### src/rtl/regfile_mp_pkg.sv
// Shared widths and helpers for the multi-port register file.
// Core-wide defines may come from the core defines file; defaults apply only when it is absent.
`ifndef XLEN
`define XLEN 64
`endif
`ifndef REG_ADDR_WIDTH
`define REG_ADDR_WIDTH 5
`endif
`ifndef REGFILE_NR_MAX
`define REGFILE_NR_MAX 8
`endif
`ifndef REGFILE_NW_MAX
`define REGFILE_NW_MAX 4
`endif

package regfile_mp_pkg;

    localparam int unsigned RF_XLEN   = `XLEN;
    localparam int unsigned RF_AW     = `REG_ADDR_WIDTH;
    localparam int unsigned RF_NR_MAX = `REGFILE_NR_MAX;
    localparam int unsigned RF_NW_MAX = `REGFILE_NW_MAX;

    // Width of a write-port index; at least one bit even for a single port.
    function automatic int unsigned port_w(input int unsigned n);
        return (n > 32'd1) ? 32'($clog2(n)) : 32'd1;
    endfunction

endpackage

### src/rtl/regfile_wsel.sv
// Write-port selector: for one address, finds the highest-index enabled write port
// targeting it and returns hit, that port's data and its index.
module regfile_wsel
    import regfile_mp_pkg::*;
#(
    parameter int unsigned NW   = 1,
    parameter int unsigned AW   = RF_AW,
    parameter int unsigned XLEN = RF_XLEN,
    parameter int unsigned PW   = port_w(NW)
) (
    input  logic [AW-1:0]      addr_i,
    input  logic [NW-1:0]      wen_i,
    input  logic [NW*AW-1:0]   waddr_i,
    input  logic [NW*XLEN-1:0] wdata_i,
    output logic               hit_o,
    output logic [XLEN-1:0]    data_o,
    output logic [PW-1:0]      port_o
);

    // Ascending scan so the last match, i.e. the highest port index, wins.
    always_comb begin
        hit_o  = 1'b0;
        data_o = '0;
        port_o = '0;
        for (int w = 0; w < int'(NW); w++) begin
            if (wen_i[w] && (waddr_i[w*AW +: AW] == addr_i)) begin
                hit_o  = 1'b1;
                data_o = wdata_i[w*XLEN +: XLEN];
                port_o = PW'(w);
            end
        end
    end

endmodule

### src/rtl/regfile_mp.sv
// Multi-port integer register file with same-cycle write bypass, highest-port-wins
// write conflicts and a per-register busy scoreboard for in-flight producers.
module regfile_mp
    import regfile_mp_pkg::*;
#(
    parameter int unsigned XLEN     = RF_XLEN,
    parameter int unsigned AW       = RF_AW,
    parameter int unsigned NR       = 2,
    parameter int unsigned NW       = 1,
    parameter int unsigned BYPASS   = 1,
    parameter int unsigned ZERO_REG = 1
) (
    input  logic               clk,
    input  logic               rst,
    input  logic [NR*AW-1:0]   rs_addr,
    output logic [NR*XLEN-1:0] rs_data,
    output logic [NR-1:0]      rs_busy,
    input  logic [NW-1:0]      rd_wen,
    input  logic [NW*AW-1:0]   rd_addr,
    input  logic [NW*XLEN-1:0] rd_data,
    input  logic               alloc_en,
    input  logic [AW-1:0]      alloc_addr,
    output logic               busy_any
);

    localparam int unsigned DEPTH = 2 ** AW;
    localparam int unsigned PW    = port_w(NW);

    logic [XLEN-1:0]  mem_q [DEPTH];
    logic [XLEN-1:0]  mem_d [DEPTH];
    logic [DEPTH-1:0] busy_q;
    logic [DEPTH-1:0] busy_d;

    logic [NW-1:0]    wen_eff;
    logic [DEPTH-1:0] arr_hit;
    logic [XLEN-1:0]  arr_data [DEPTH];
    logic [PW-1:0]    arr_port_unused [DEPTH];

    // Writes are meaningless while reset is held, including for the bypass path.
    assign wen_eff = rd_wen & {NW{~rst}};

    // Array-write priority: one selector per register resolves conflicts the same way the bypass does.
    for (genvar r = 0; r < int'(DEPTH); r++) begin : g_arr
        regfile_wsel #(
            .NW   (NW),
            .AW   (AW),
            .XLEN (XLEN),
            .PW   (PW)
        ) u_wsel (
            .addr_i  (AW'(r)),
            .wen_i   (wen_eff),
            .waddr_i (rd_addr),
            .wdata_i (rd_data),
            .hit_o   (arr_hit[r]),
            .data_o  (arr_data[r]),
            .port_o  (arr_port_unused[r])
        );
    end

    // Next state: write clears busy, a same-cycle alloc re-marks it (new producer wins).
    always_comb begin
        for (int r = 0; r < int'(DEPTH); r++) begin
            mem_d[r]  = mem_q[r];
            busy_d[r] = busy_q[r];
            if (arr_hit[r]) begin
                mem_d[r]  = arr_data[r];
                busy_d[r] = 1'b0;
            end
            if (alloc_en && (alloc_addr == AW'(r))) begin
                busy_d[r] = 1'b1;
            end
            if ((ZERO_REG != 0) && (r == 0)) begin
                mem_d[r]  = '0;
                busy_d[r] = 1'b0;
            end
        end
    end

    always_ff @(posedge clk or posedge rst) begin
        if (rst) begin
            for (int r = 0; r < int'(DEPTH); r++) begin
                mem_q[r] <= '0;
            end
            busy_q <= '0;
        end else begin
            mem_q  <= mem_d;
            busy_q <= busy_d;
        end
    end

    assign busy_any = |busy_q;

    for (genvar i = 0; i < int'(NR); i++) begin : g_rd
        logic [AW-1:0]   addr;
        logic            byp_hit;
        logic [XLEN-1:0] byp_data;
        logic [PW-1:0]   byp_port_unused;
        logic [XLEN-1:0] data_c;
        logic            busy_c;

        assign addr = rs_addr[i*AW +: AW];

        regfile_wsel #(
            .NW   (NW),
            .AW   (AW),
            .XLEN (XLEN),
            .PW   (PW)
        ) u_wsel (
            .addr_i  (addr),
            .wen_i   (wen_eff),
            .waddr_i (rd_addr),
            .wdata_i (rd_data),
            .hit_o   (byp_hit),
            .data_o  (byp_data),
            .port_o  (byp_port_unused)
        );

        // A forwarded write also means the producer has completed, so busy reads as clear.
        always_comb begin
            data_c = mem_q[addr];
            busy_c = busy_q[addr];
            if ((BYPASS != 0) && byp_hit) begin
                data_c = byp_data;
                busy_c = 1'b0;
            end
            if ((ZERO_REG != 0) && (addr == '0)) begin
                data_c = '0;
                busy_c = 1'b0;
            end
        end

        assign rs_data[i*XLEN +: XLEN] = data_c;
        assign rs_busy[i]              = busy_c;
    end

endmodule
### config.mk
export PLATFORM = sky130hd
export DESIGN_NAME = regfile_mp
export DESIGN_NICKNAME = d
export VERILOG_FILES = /design/src/rtl/regfile_mp_pkg.sv /design/src/rtl/regfile_wsel.sv /design/src/rtl/regfile_mp.sv
export SDC_FILE = /design/constraint.sdc
export NUM_CORES = 2
export LEC_CHECK = 0
export BUFFER_PORTS_ARGS = -buffer_cell sky130_fd_sc_hd__buf_2
export CAP_MARGIN = 15
export CORE_MARGIN = 5
export CORE_UTILIZATION = 51
export DETAILED_ROUTE_END_ITERATION = 10
export PLACE_DENSITY = 0.72
export SLEW_MARGIN = 20
export SYNTH_ARGS = -nofsm -noshare
export SYNTH_HDL_FRONTEND = slang
export SYNTH_SLANG_ARGS = --single-unit
### constraint.sdc
create_clock -name clk -period 57.5 [get_ports clk]
set_clock_uncertainty 0.2 [all_clocks]
set_input_delay 0 -clock clk [delete_from_list [all_inputs] [get_ports clk]]
set_output_delay 0 -clock clk [all_outputs]
set_load 0.01 [all_outputs]
==> flow_summary.json <==
{
  "outcome": "complete, no violations",
  "finalSetupViolCount": 0,
  "routedWlPerCell_um": 33.40,
  "clk_pin_slew_ps": 60,
  "ys_warn_count": 0,
  "layout.nets": 7432,
  "dr.pass1.iters": 7,
  "regToRegStartpoint": "busy_q[15]",
  "synth_top_cell_by_area": "dfrtp_1",
  "gp_congestion": 0.8160,
  "htreeDepth": 4,
  "slew-limit-headroom": 0.1946,
  "synthCells": 7512,
  "io_pins": 219,
  "switching_share": 0.2687,
  "critPathKind": "in2out",
  "grt_max_degree": 180,
  "grt_pass1_wl_um": 517300,
  "rows": 170,
  "drt_iter0_drc": 7647,
  "grt_overflow": 0,
  "clock_latency_ps": 870,
  "final_util": 0.5612,
  "critPathLaunch": "rs_addr[5]",
  "intPower_w": 0.002812,
  "drc": 0,
  "cts_buffers": 210,
  "drive_gt1_frac": 0.5113,
  "finalWirelength_um": 346400,
  "finalCriticalPeriod_ps": 5600,
  "final_cell_mix": "mux2_2, dfrtp_1, mux4_2, mux2i_1, clkbuf_16",
  "grt_pass1_vias": 75614,
  "viasPerCell": 6.969,
  "grt_use_total": 0.3093,
  "comb_power_share": 0.175,
  "area_growth_pct": 9.631,
  "dr_total_vias": 72260,
  "stdcell_count": 10369,
  "holdWs_ps": 44.37,
  "port-buffer-count": 218,
  "crit_arrival_ps": 5400,
  "avgSynthCellArea_um2": 14.60,
  "worstMarginPinSlew_ps": 1208,
  "final_common_cell": "mux2_2",
  "core_area_um2": 214200,
  "cts_tree": "done",
  "clock.fmax_mhz": 178.6,
  "power.total_w": 0.003846,
  "power_density_nw_per_um2": 31.99,
  "peakVddDrop_uv": 34.27,
  "synth_edf_count": 0,
  "clkSinkCount": 2015,
  "cts_max_path_buffers": 3,
  "cts-root-buf": "clkbuf_16",
  "ys_ff_latch": 2015,
  "synth_flop_cell": "dfrtp_1",
  "die_h_um": 473.7,
  "hp-class": "in2reg",
  "power.share.clock": 0.370,
  "die_area_um2": 224400,
  "n_fill_cell": 16668,
  "worstHoldStart": "alloc_addr[4]",
  "yosysUniqueCellTypes": 59,
  "start_kind": "input port",
  "start_util": 0.5119,
  "final_max_slew_viol_count": 0,
  "cp_data_required_time_ps": 57300,
  "synth_fp_nets": 7600,
  "antenna_left": 0,
  "ctsResizeCount": 0,
  "fp.dieW_um": 473.7,
  "p_seq_frac": 0.455,
  "dp_hpwl_um": 190300,
  "synth_area_um2": 109600,
  "leakage_nw": 53.64,
  "tns_ps": 0,
  "yosysSeqAreaShare": 0.4599,
  "fin_crit_sh": 0.09739,
  "grt_setup_unrepaired": "false",
  "synthTopCellsByArea": "dfrtp_1, mux2_2, mux4_2",
  "ys_async_sr_fraction": 1.000,
  "finalHoldViolations": 0,
  "p_switching_w": 0.001033,
  "place_inst": 9880,
  "crit_fanout": 56,
  "antenna_found_initial": 23,
  "drv_cap": 0,
  "netlist.area_leader.share": 0.4599,
  "end_kind": "primary output"
}
-- worst max-delay path: stages --
cell and delay, ps:
buf_8 470, buf_4 700, buf_4 870, buf_4 740
buf_4 800, mux4_2 590, mux4_2 480, nor2b_1 150
a221o_1 300, buf_2 150
-- path summary, 6_finish.rpt --
| path | end | slack (ps) | depth (start not counted) |
|---|---|---|---|
| worst min-delay path | busy_q[22] | 40 | 4 |
| worst min register to register | mem_q[1830] | 320 | 1 |
| worst max-delay path | rs_data[112] | 51900 | 10 |
| max in group asynchronous | mem_q[1889] | 52240 | 9 |
| min in group asynchronous | mem_q[890] | 290 | 4 |
| worst max register to register | busy_q[15] | 56020 | 3 |
-- synth_stat cells (all sizes together) (55+ instances only) --
library cell	instances
dfrtp	2015
mux2	2184
a22o	55
mux4	881
a221oi	89
nor2b	189
nor3	90
mux2i	215
o21ai	68
nor2	97
nand2	200
buf	413
clkbuf	430
a211oi	66
a22oi	60
nand3	78
-- area by class of cell --
| type | instances | area (µm²) | area share |
|---|---|---|---|
| Multi-Input combinational cell | 4626 | 55490 | 0.4616 |
| Tap cell | 2838 | 3551 | 0.02954 |
| Antenna cell | 11 | 27.53 | 0.0002290 |
| Sequential cell | 2015 | 50420 | 0.4195 |
| Timing Repair Buffer | 463 | 3392 | 0.02822 |
| Inverter | 28 | 112.6 | 0.0009368 |
| Clock inverter | 73 | 892.1 | 0.007422 |
| Clock buffer | 315 | 6321 | 0.05259 |
-- cell families (layout without fill, tap and decap cells) --
family | count (synthesis) | count (layout) | share of synthesized area
AO/OA/AOI/OAI | 629 | 629 | 0.04525
XOR/XNOR | 10 | 10 | 0.0007988
buffers and inverters | 871 | 879 | 0.03701
flip-flops | 2015 | 2015 | 0.4599
multiplexers | 3280 | 3280 | 0.4252
other | 0 | 11 | 0
AND/OR/NAND/NOR | 707 | 707 | 0.03187
-- layer usage --
metal,track usage,up-vias,share of wire
li1,-,28679,-
met1,0.4158,38757,0.39
met2,0.4798,3834,0.46
met3,0.07168,978,0.096
met4,0.1459,12,0.057
met5,0,-,0.00020
-- power groups by stage --
stage	clock network (W)	registers, W	logic (W)
global route	0.00149	0.00177	0.000721
floorplan	0	0.00173	0.000525
finish	0.00142	0.00175	0.000672
global placement	0	0.00175	0.000644
detailed placement	0	0.00177	0.000662
CTS	0.00144	0.00175	0.000672
-- registers in the layout, summed over array words and instances, names as in the netlist --
| register | cells |
|---|---|
| mem_q | 1984 |
| busy_q | 31 |
-- metrics by stage --
step                setup slack (ps)  instance area [µm²]
floorplan                      385.9               109600
global route                   51420               120200
finish                         51900               120200
detailed placement             51810               112000
CTS                            51770               120200
global placement               51910               112000
-- timing repair --
action,4_1_cts,5_1_grt
hold buffers,90,0
hold endpoints to repair,2226,0
setup endpoints to repair,0,0
buffers inserted,0,0
Power figures use the tool's default switching activity.
